<file path="src/rtl/rr_grant_sched_pkg.sv">
// Shared types and defaults for the round-robin grant scheduler.
// State encodings: StIdle = 1'b0, StGrant = 1'b1.
package rr_grant_sched_pkg;

  localparam int unsigned NDefault       = 8;
  localparam int unsigned HoldMaxDefault = 16;

  typedef enum logic {
    StIdle  = 1'b0,
    StGrant = 1'b1
  } state_e;

  // Hold counter must represent HOLD_MAX itself, hence the extra bit.
  function automatic int unsigned hold_width(int unsigned hold_max);
    return $clog2(hold_max) + 1;
  endfunction

endpackage

</file>
<file path="src/rtl/rr_grant_sched_if.sv">
// Request/grant bundle between requesters (master) and the scheduler (slave).
interface rr_grant_sched_if #(
  parameter int unsigned N  = 8,
  parameter int unsigned IW = 3
);
  logic [N-1:0]  req;
  logic [N-1:0]  grant;
  logic          grant_valid;
  logic [IW-1:0] grant_idx;
  logic          switch;

  modport master (
    output req,
    input  grant,
    input  grant_valid,
    input  grant_idx,
    input  switch
  );

  modport slave (
    input  req,
    output grant,
    output grant_valid,
    output grant_idx,
    output switch
  );
endinterface

</file>
<file path="src/rtl/rr_grant_sched_pick.sv">
// Combinational rotating-priority pick: lowest requester at or above ptr_i, else wrap to
// the lowest below it. Bits set in excl_i are never picked.
module rr_grant_sched_pick #(
  parameter int unsigned N  = 8,
  parameter int unsigned IW = 3
) (
  input  logic [N-1:0]  req_i,
  input  logic [IW-1:0] ptr_i,
  input  logic [N-1:0]  excl_i,
  output logic [N-1:0]  pick_o,
  output logic [IW-1:0] pick_idx_o,
  output logic          pick_any_o
);

  localparam logic [2*N-1:0] One = {{(2*N-1){1'b0}}, 1'b1};

  logic [N-1:0]   req_m;
  logic [N-1:0]   ge_mask;
  logic [2*N-1:0] dbl;
  logic [2*N-1:0] low;

  // Lower half holds only requests at/above ptr; the upper half is the wrap-around copy,
  // so isolating the lowest set bit of the doubled vector yields the rotated pick.
  always_comb begin
    req_m = req_i & ~excl_i;
    for (int i = 0; i < int'(N); i++) begin
      ge_mask[i] = (i >= int'(ptr_i));
    end
    dbl    = {req_m, req_m & ge_mask};
    low    = dbl & (~dbl + One);
    pick_o = low[N-1:0] | low[2*N-1:N];
  end

  always_comb begin
    pick_idx_o = '0;
    for (int i = 0; i < int'(N); i++) begin
      if (pick_o[i]) pick_idx_o = pick_idx_o | IW'(i);
    end
    pick_any_o = |req_m;
  end

endmodule

</file>
<file path="src/rtl/rr_grant_sched.sv">
// Registered round-robin scheduler with grant locking and encoded grant index.
// Optional hold limit enabled by defining RR_GRANT_HOLD_LIMIT_EN.
module rr_grant_sched
  import rr_grant_sched_pkg::*;
#(
  parameter int unsigned N        = NDefault,
  parameter int unsigned IW       = $clog2(N)
`ifdef RR_GRANT_HOLD_LIMIT_EN
  ,
  parameter int unsigned HOLD_MAX = HoldMaxDefault,
  parameter int unsigned HW       = hold_width(HOLD_MAX)
`endif
) (
  input logic             clk,
  input logic             rst,
  rr_grant_sched_if.slave bus
);

  state_e        state_q, state_d;
  logic [IW-1:0] ptr_q, ptr_d;
  logic [IW-1:0] idx_q, idx_d;
  logic [N-1:0]  grant_q, grant_d;
  logic          switch_q, switch_d;

  logic [N-1:0]  excl;
  logic [N-1:0]  pick;
  logic [IW-1:0] pick_idx;
  logic          pick_any;
  logic          holder_req;
  logic          force_off;
  logic          take;

`ifdef RR_GRANT_HOLD_LIMIT_EN
  logic [HW-1:0] hold_q, hold_d;
`endif

  // In GRANT the holder is masked out, so pick_any means "someone else is waiting".
  assign excl = (state_q == StGrant) ? grant_q : '0;

  rr_grant_sched_pick #(
    .N  (N),
    .IW (IW)
  ) u_pick (
    .req_i      (bus.req),
    .ptr_i      (ptr_q),
    .excl_i     (excl),
    .pick_o     (pick),
    .pick_idx_o (pick_idx),
    .pick_any_o (pick_any)
  );

  assign holder_req = bus.req[idx_q];

`ifdef RR_GRANT_HOLD_LIMIT_EN
  assign force_off = (hold_q == HW'(HOLD_MAX)) && pick_any;
`else
  assign force_off = 1'b0;
`endif

  always_comb begin
    state_d  = state_q;
    ptr_d    = ptr_q;
    idx_d    = idx_q;
    grant_d  = grant_q;
    switch_d = 1'b0;
    take     = 1'b0;
`ifdef RR_GRANT_HOLD_LIMIT_EN
    hold_d   = hold_q;
`endif

    unique case (state_q)
      StIdle: begin
        take = pick_any;
      end
      StGrant: begin
        if (holder_req && !force_off) begin
`ifdef RR_GRANT_HOLD_LIMIT_EN
          if (hold_q != HW'(HOLD_MAX)) hold_d = hold_q + 1'b1;
`endif
        end else if (pick_any) begin
          take = 1'b1;
        end else begin
          state_d = StIdle;
          grant_d = '0;
          idx_d   = '0;
        end
      end
      default: state_d = StIdle;
    endcase

    if (take) begin
      state_d  = StGrant;
      grant_d  = pick;
      idx_d    = pick_idx;
      ptr_d    = (pick_idx == IW'(N - 1)) ? '0 : pick_idx + 1'b1;
      switch_d = 1'b1;
`ifdef RR_GRANT_HOLD_LIMIT_EN
      hold_d   = HW'(1);
`endif
    end
  end

  always_ff @(posedge clk or posedge rst) begin
    if (rst) begin
      state_q  <= StIdle;
      ptr_q    <= '0;
      idx_q    <= '0;
      grant_q  <= '0;
      switch_q <= 1'b0;
    end else begin
      state_q  <= state_d;
      ptr_q    <= ptr_d;
      idx_q    <= idx_d;
      grant_q  <= grant_d;
      switch_q <= switch_d;
    end
  end

`ifdef RR_GRANT_HOLD_LIMIT_EN
  always_ff @(posedge clk or posedge rst) begin
    if (rst) hold_q <= '0;
    else     hold_q <= hold_d;
  end
`endif

  assign bus.grant       = grant_q;
  assign bus.grant_valid = |grant_q;
  assign bus.grant_idx   = idx_q;
  assign bus.switch      = switch_q;

endmodule
</file>
<file path="src/flat_wrapper.sv">
// flat-port wrapper written by rule: the top's interface ports become plain ports
module rr_grant_sched_flat import rr_grant_sched_pkg::*;
#(
  parameter int unsigned N        = NDefault,
  parameter int unsigned IW       = $clog2(N)

)
  (clk, rst, bus_req, bus_grant, bus_grant_valid, bus_grant_idx, bus_switch);
  rr_grant_sched_if #(.N(N), .IW(IW)) bus_i ();
  input logic clk;
  input logic rst;
  input wire logic [$bits(bus_i.req)-1:0] bus_req;
  output wire logic [$bits(bus_i.grant)-1:0] bus_grant;
  output wire logic [$bits(bus_i.grant_valid)-1:0] bus_grant_valid;
  output wire logic [$bits(bus_i.grant_idx)-1:0] bus_grant_idx;
  output wire logic [$bits(bus_i.switch)-1:0] bus_switch;
  assign bus_i.req = bus_req;
  assign bus_grant = bus_i.grant;
  assign bus_grant_valid = bus_i.grant_valid;
  assign bus_grant_idx = bus_i.grant_idx;
  assign bus_switch = bus_i.switch;
  rr_grant_sched #(.N(N), .IW(IW)) u_core (.clk(clk), .rst(rst), .bus(bus_i));
endmodule
</file>
<file path="config.mk">
export PLATFORM = sky130hd
export DESIGN_NAME = rr_grant_sched_flat
export DESIGN_NICKNAME = d
export VERILOG_FILES = /design/src/rtl/rr_grant_sched_pkg.sv /design/src/rtl/rr_grant_sched_if.sv /design/src/rtl/rr_grant_sched_pick.sv /design/src/rtl/rr_grant_sched.sv /design/src/flat_wrapper.sv
export SDC_FILE = /design/constraint.sdc
export NUM_CORES = 1
export LEC_CHECK = 0
export CAP_MARGIN = 10
export CORE_ASPECT_RATIO = 2
export CORE_MARGIN = 2
export CORE_UTILIZATION = 41
export DETAILED_ROUTE_END_ITERATION = 10
export PLACE_DENSITY_LB_ADDON = 0.15
export RECOVER_POWER = 100
export SLEW_MARGIN = 20
export SYNTH_ARGS = -nofsm -noshare
export SYNTH_HDL_FRONTEND = slang
export SYNTH_HIERARCHICAL = 1
export SYNTH_SLANG_ARGS = --single-unit
export TNS_END_PERCENT = 100
</file>
<file path="constraint.sdc">
create_clock -name clk -period 3.2 [get_ports clk]
set_clock_uncertainty 0.2 [all_clocks]
set_input_delay 0.96 -clock clk [delete_from_list [all_inputs] [get_ports clk]]
set_output_delay 0.96 -clock clk [all_outputs]
set_load 0.02 [all_outputs]
</file>
Yosys cells after proc, flatten, opt, wreduce, memory -nomap -nowiden. Cells that the tools add are included. W data, S select, Z words.

Multipliers: 0. Shifts and indexed selects: 0. Add/subtract/negate cells: 2. Equal/unequal tests: 3. Div/mod/pow operators: 0. Bitwise gates (word level): 7. Reduce and logical (&&, ||, !) cells: 4. Order comparisons: 8. Multiplexer cells: 26.

Operator list (count): $mux W8 (5); $mux W3 (9); $add A16 B1 Y16 const B (1); $and A16 B16 Y16 (1); $and A8 B8 Y8 (2); $not A16 Y16 (1); $reduce_or A8 Y1 (2); $ge A3 B3 Y1 const A (3); $mux W1 (8); $not A8 Y8 (1); $or A8 B8 Y8 (1); $ge A1 B3 Y1 const A (2); $ge A2 B3 Y1 const A (2); $lt A3 B4 Y1 const B (1); $mux W2 (2); $ne A2 B2 Y1 const B (2); $add A3 B1 Y3 const B (1); $bmux W1 S3 (1); $eq A3 B3 Y1 const B (1); $reduce_and A3 Y1 (1); $pmux W1 S2 (1); $reduce_bool A2 Y1 (1); $not A1 Y1 (1).

Bits in writable memories: 0. Register bits: 16. Word-level logic and storage cells: 55. Bits of input ports: 10. Memories: 0. Output and inout port bits: 13. Bits in read-only memories: 0. Bits in latches: 0.

Logic depth before layout (Yosys ltp).
Word-level depth: 17. Mapped depth: 11. Mapped depth without buffers: 10.

By module. The synthesis kept the hierarchy.

By module, submodules not included: rr_grant_sched (seq. area each 400.4 µm², instances 1, cells an instance 58, area an instance 768.2 µm²); rr_grant_sched_pick (seq. area each 0.0 µm², instances 1, cells an instance 57, area an instance 404.1 µm²).

Least setup slack after synthesis. Ideal clock, no wire load.

Kind: input to register. Start: in bus_req[5]. End: reg u_core.ptr_q[2]. Path buffers: 0. Required time: 2875 ps. Path slack: 81 ps. Library setup time: 125 ps. Stages: 8. Arrival time: 2795 ps. Path through: nor2b_1 nand2_1 nand4_1 a211oi_2 or4_1 ha_1 ha_1 mux2_2.

Elaborated cells between the ends (all ways): 22. Classes of those cells: add/sub (2); eq/ne (1); mux (13); bitwise (5); reduce/logical (1).

RTL lines: start: declaration (line flat_wrapper.sv:12) `input wire logic [$bits(bus_i.req)-1:0] bus_req;`; $and A8 B8 Y8 (*) (line rr_grant_sched_pick.sv:25) `req_m = req_i & ~excl_i;`; $and A8 B8 Y8 (*) (line rr_grant_sched_pick.sv:29) `dbl = {req_m, req_m & ge_mask};`; $not A16 Y16 (*) (line rr_grant_sched_pick.sv:30) `low = dbl & (~dbl + One);`; $add A16 B1 Y16 (*) (line rr_grant_sched_pick.sv:30); $and A16 B16 Y16 (*) (line rr_grant_sched_pick.sv:30); $or A8 B8 Y8 (*) (line rr_grant_sched_pick.sv:31) `pick_o = low[N-1:0] | low[2*N-1:N];`; net u_core.pick[3] (line rr_grant_sched.sv:26) `logic [N-1:0] pick;`; $mux W2 (*) (line rr_grant_sched_pick.sv:37) `if (pick_o[i]) pick_idx_o = pick_idx_o | IW'(i);`; $mux W3 (*) (4 in a row) (line rr_grant_sched_pick.sv:37); net u_core.pick_idx[0] (line rr_grant_sched.sv:27) `logic [IW-1:0] pick_idx;`; $add A3 B1 Y3 / $eq A3 B3 Y1 (equally long branches) (line rr_grant_sched.sv:95) `ptr_d = (pick_idx == IW'(N - 1)) ? '0 : pick_idx + 1'b1;`; $mux W3 (*) (line rr_grant_sched.sv:95); end signal: assignment (line rr_grant_sched.sv:112) `ptr_q <= ptr_d;`; end: declaration (line rr_grant_sched.sv:20) `logic [IW-1:0] ptr_q, ptr_d;`.

The timed path passes the listed nets; every way through them passes the cells marked *. The select of a mux whose other input is x is not followed. A chain may end at the register's enable or synchronous reset.

Worst setup path in the final report.
Start: in bus_req[2]. End: reg u_core.ptr_q[2].

Elaborated cells between the ends (all ways): 22. Classes of those cells: add/sub (2); eq/ne (1); mux (13); bitwise (5); reduce/logical (1).

RTL lines (line): $and A8 B8 Y8 (*) (rr_grant_sched_pick.sv:25); $and A8 B8 Y8 (rr_grant_sched_pick.sv:29); $not A16 Y16 (*) (rr_grant_sched_pick.sv:30); $add A16 B1 Y16 (*) (rr_grant_sched_pick.sv:30); $and A16 B16 Y16 (*) (rr_grant_sched_pick.sv:30); $or A8 B8 Y8 (*) (rr_grant_sched_pick.sv:31); net u_core.pick[3] (rr_grant_sched.sv:26); $mux W2 (*) (rr_grant_sched_pick.sv:37); $mux W3 (*) (4 in a row) (rr_grant_sched_pick.sv:37); net u_core.pick_idx[1] (rr_grant_sched.sv:27); $add A3 B1 Y3 / $eq A3 B3 Y1 (equally long branches) (rr_grant_sched.sv:95); $mux W3 (*) (rr_grant_sched.sv:95).

Marks and branches as above.

==> flow_metrics.py <==
metrics = {
    "run_status": {
        "outcome": "completed",
    },
    "yosys": {
        "synth.area.top_cells": "dfrtp_1, a22o_1, mux2_2",
        "yosysSeqAreaShare_pct": 34.2,
        "synth_nets": 127,
        "synth_top_area_share_pct": 34.2,
        "synth_top_family_by_area": "simple AND/OR/NAND/NOR gates",
        "synth_top_area_cell": "dfrtp_1",
        "synthesis.area_sq_um": 1170,
        "synth_mux_area_share_pct": 6.72,
        "yosys_warnings": 6,
        "yosys.area_share.adder_pct": 2.13,
        "synth-xor-area-share_pct": 0,
        "synth_ff_type": "dfrtp_1",
        "synth_edf_count": 0,
        "synthCells": 115,
        "synth_simple_gate_area_share_pct": 27.7,
        "synth_cell_types": 47,
        "synth_seq_cells": 16,
        "async_flop_share_pct": 100,
        "synth-compound-area-share_pct": 25.9,
        "syn_avg_cell_area_sq_um": 10.2,
    },
    "power_and_ir_drop": {
        "power_density_nw_per_um2": 1090,
        "power_frac_seq_pct": 20.6,
        "power.switching_uw": 862,
        "ir_drop_mv": 0.642,
        "combPwrFrac_pct": 70.8,
        "clockPowerShare_pct": 8.6,
        "power.internal_uw": 1130,
        "sw_frac_of_total_pct": 43.2,
        "p_leak_uw": 0.000840,
    },
    "die": {
        "die_h_microns": 79.6,
        "core_area_sq_um": 2740,
        "core.rowCount": 27,
        "num_io_pins": 23,
        "die_area_sq_um": 3330,
        "initial_core_util_pct": 42.8,
        "die_w_microns": 41.8,
    },
    "setup_path": {
        "worstSetupPathType": "primary input to flip-flop",
        "ff2ff_path_depth": 10,
        "required_ns": 3.13,
        "worstPathMaxFanout": 4,
        "start_kind": "primary input",
        "worstPathArrival_ns": 3.07,
        "critPathCaptureType": "flip-flop",
    },
    "global_routing": {
        "met2_usage_pct": 43.1,
        "grt_pass1_wl_microns": 6130,
        "antenna_found_initial": 0,
        "grt_max_degree": 17,
        "grt.busiest_layer": "met2",
        "grt_overflow": 0,
        "met3_usage_pct": 3.62,
        "grt_pass1_vias": 1331,
        "grt_util_met1_pct": 24.0,
        "grt_util_all_layers_pct": 23.9,
    },
    "route": {
        "via_count": 1221,
        "drt-pass1-iter-count": 5,
        "postRouteAntennaNets": 0,
        "finalWirelength_microns": 3650,
        "drt_iter0_markers": 21,
        "drc": 0,
        "routedWlPerCell_microns": 17.8,
        "viasPerCell": 5.96,
    },
    "timing": {
        "relSlewSlack_pct": 59.9,
        "fin_ws_ns": 0.0556,
        "setup_viol": 0,
        "whs_ns": 0.345,
        "slew_violations": 0,
        "tightest_slew_ns": 0.602,
        "finalCritPeriodShare_pct": 98.3,
        "finalHoldViolCount": 0,
        "fmax_ghz": 0.318,
        "period_minus_slack_ns": 3.14,
    },
    "cells_and_area": {
        "syn_to_final_growth_pct": 56.1,
        "diodes": 0,
        "finalInstanceArea_sq_um": 1830,
        "n_fill_cell": 228,
        "drive_gt1_share_pct": 44.9,
        "final_common_cell": "buf_4",
        "nets": 189,
        "layout_common_cells": "buf_4, dfrtp_1, dlygate4sd3_1",
    },
    "cts": {
        "numCtsBuffers": 3,
        "cts.path.max_buffers": 2,
        "postCtsHoldBufs": 0,
        "clockRootBuffer": "clkbuf_8",
        "worstSkewPairLatency_ns": 0.24,
        "cts_tree": "done",
        "clk_pin_slew_worst_paths_ns": 0.06,
        "h-tree-depth": 1,
        "cts.sinks": 16,
    },
    "placement": {
        "place_area_sq_um": 1660,
        "gp_congestion": 0.937,
        "io_buffers": 22,
        "dp_hpwl_microns": 2730,
        "pre_cts_slack_ns": -0.540,
    },
    "hold_path": {
        "min_path_type": "flip-flop to flip-flop",
        "min_delay_path_depth": 1,
    },
    "flow_run": {
        "maxCapViolations": 0,
    },
}
-- path summary, 6_finish.rpt --
| check | to | start | slack [ns] |
|---|---|---|---|
| worst min-delay path | u_core/bus.grant[7]$_DFFE_PP0P_ | u_core/bus.grant[7]$_DFFE_PP0P_ | 0.35 |
| min in group asynchronous | u_core/bus.switch$_DFF_PP0_ | rst | 1.02 |
| max in group asynchronous | u_core/bus.grant[5]$_DFFE_PP0P_ | rst | 1.39 |
| worst max-delay path | u_core/ptr_q[2]$_DFFE_PP0P_ | bus_req[2] | 0.06 |
| worst min register to register | u_core/bus.grant[7]$_DFFE_PP0P_ | u_core/bus.grant[7]$_DFFE_PP0P_ | 0.35 |
| worst max register to register | u_core/ptr_q[2]$_DFFE_PP0P_ | u_core/state_q$_DFF_PP0_ | 0.22 |
-- cells in the mapped netlist, types with 3 or more instances --
library cell and count:
nor2_1 4, mux2_2 5, a22o_1 9, nor4_1 3, and2_1 8, nand2_1 8
nand4_1 4, o21ai_0 4, nand3_1 4, dfrtp_1 16, nand2b_1 5, nor2b_1 3
-- power by group through the flow --
stage | Combinational [uW] | Sequential (uW) | Clock, uW
global placement | 1250 | 404 | 0
CTS | 1440 | 413 | 180
detailed placement | 1270 | 408 | 0
floorplan | 688 | 452 | 0
finish | 1410 | 411 | 171
global route | 1510 | 430 | 188
-- critical path, stage by stage --
cell	delay (ns)
dlygate4sd2_1	0.25
buf_6	0.13
a2111oi_4	0.40
nand4_1	0.18
a211oi_2	0.29
buf_4	0.15
or3_4	0.12
ha_4	0.14
ha_4	0.19
mux2_2	0.25
-- per-stage QoR --
| step | util, % | TNS (ns) | instances | power, uW |
|---|---|---|---|---|
| floorplan | - | 0 | 115 | 1140 |
| global placement | 60.6 | -1.78 | 196 | 1660 |
| detailed placement | 60.6 | -1.85 | 196 | 1680 |
| CTS | 67.1 | 0 | 204 | 2030 |
| global route | 66.9 | -0.00644 | 205 | 2130 |
| finish | 66.9 | 0 | 205 | 1990 |
-- cells by family (layout without fill, tap and decap cells) --
family | Yosys count | in the layout
compound gates | 33 | 33
fa+ha+maj | 2 | 2
buf+inv | 5 | 66
flops | 16 | 16
mux | 6 | 6
simple gates | 53 | 53
-- state kept, by name, summed over array words and instances (netlist names) --
signal / flops
u_core/bus.grant_idx: 3
u_core/bus.grant: 8
u_core/state_q: 1
u_core/ptr_q: 3
u_core/bus.switch: 1
-- metal layers --
metal  vias up  wire length (microns)
li1        560                      -
met1       605                   1310
met2        38                   2020
met3        18                    111
met4         0                    206
met5         -                      0
-- cell type report --
class / count / area (sq um) / area share [%]
clock buffers: 4 / 55.1 / 3.01
inverters: 2 / 7.51 / 0.410
multi-input cells: 94 / 843 / 46.1
flip-flops and latches: 16 / 400 / 21.9
well taps: 29 / 36.3 / 1.98
repair buffers: 60 / 488 / 26.7
-- timing repair --
item                       4_1_cts  5_1_grt
setup endpoints to repair        3        2
pin swaps                        9        4
buffers inserted                 4        1
resized for setup               34        5
Note: power is estimated with default switching activity, not from simulation.
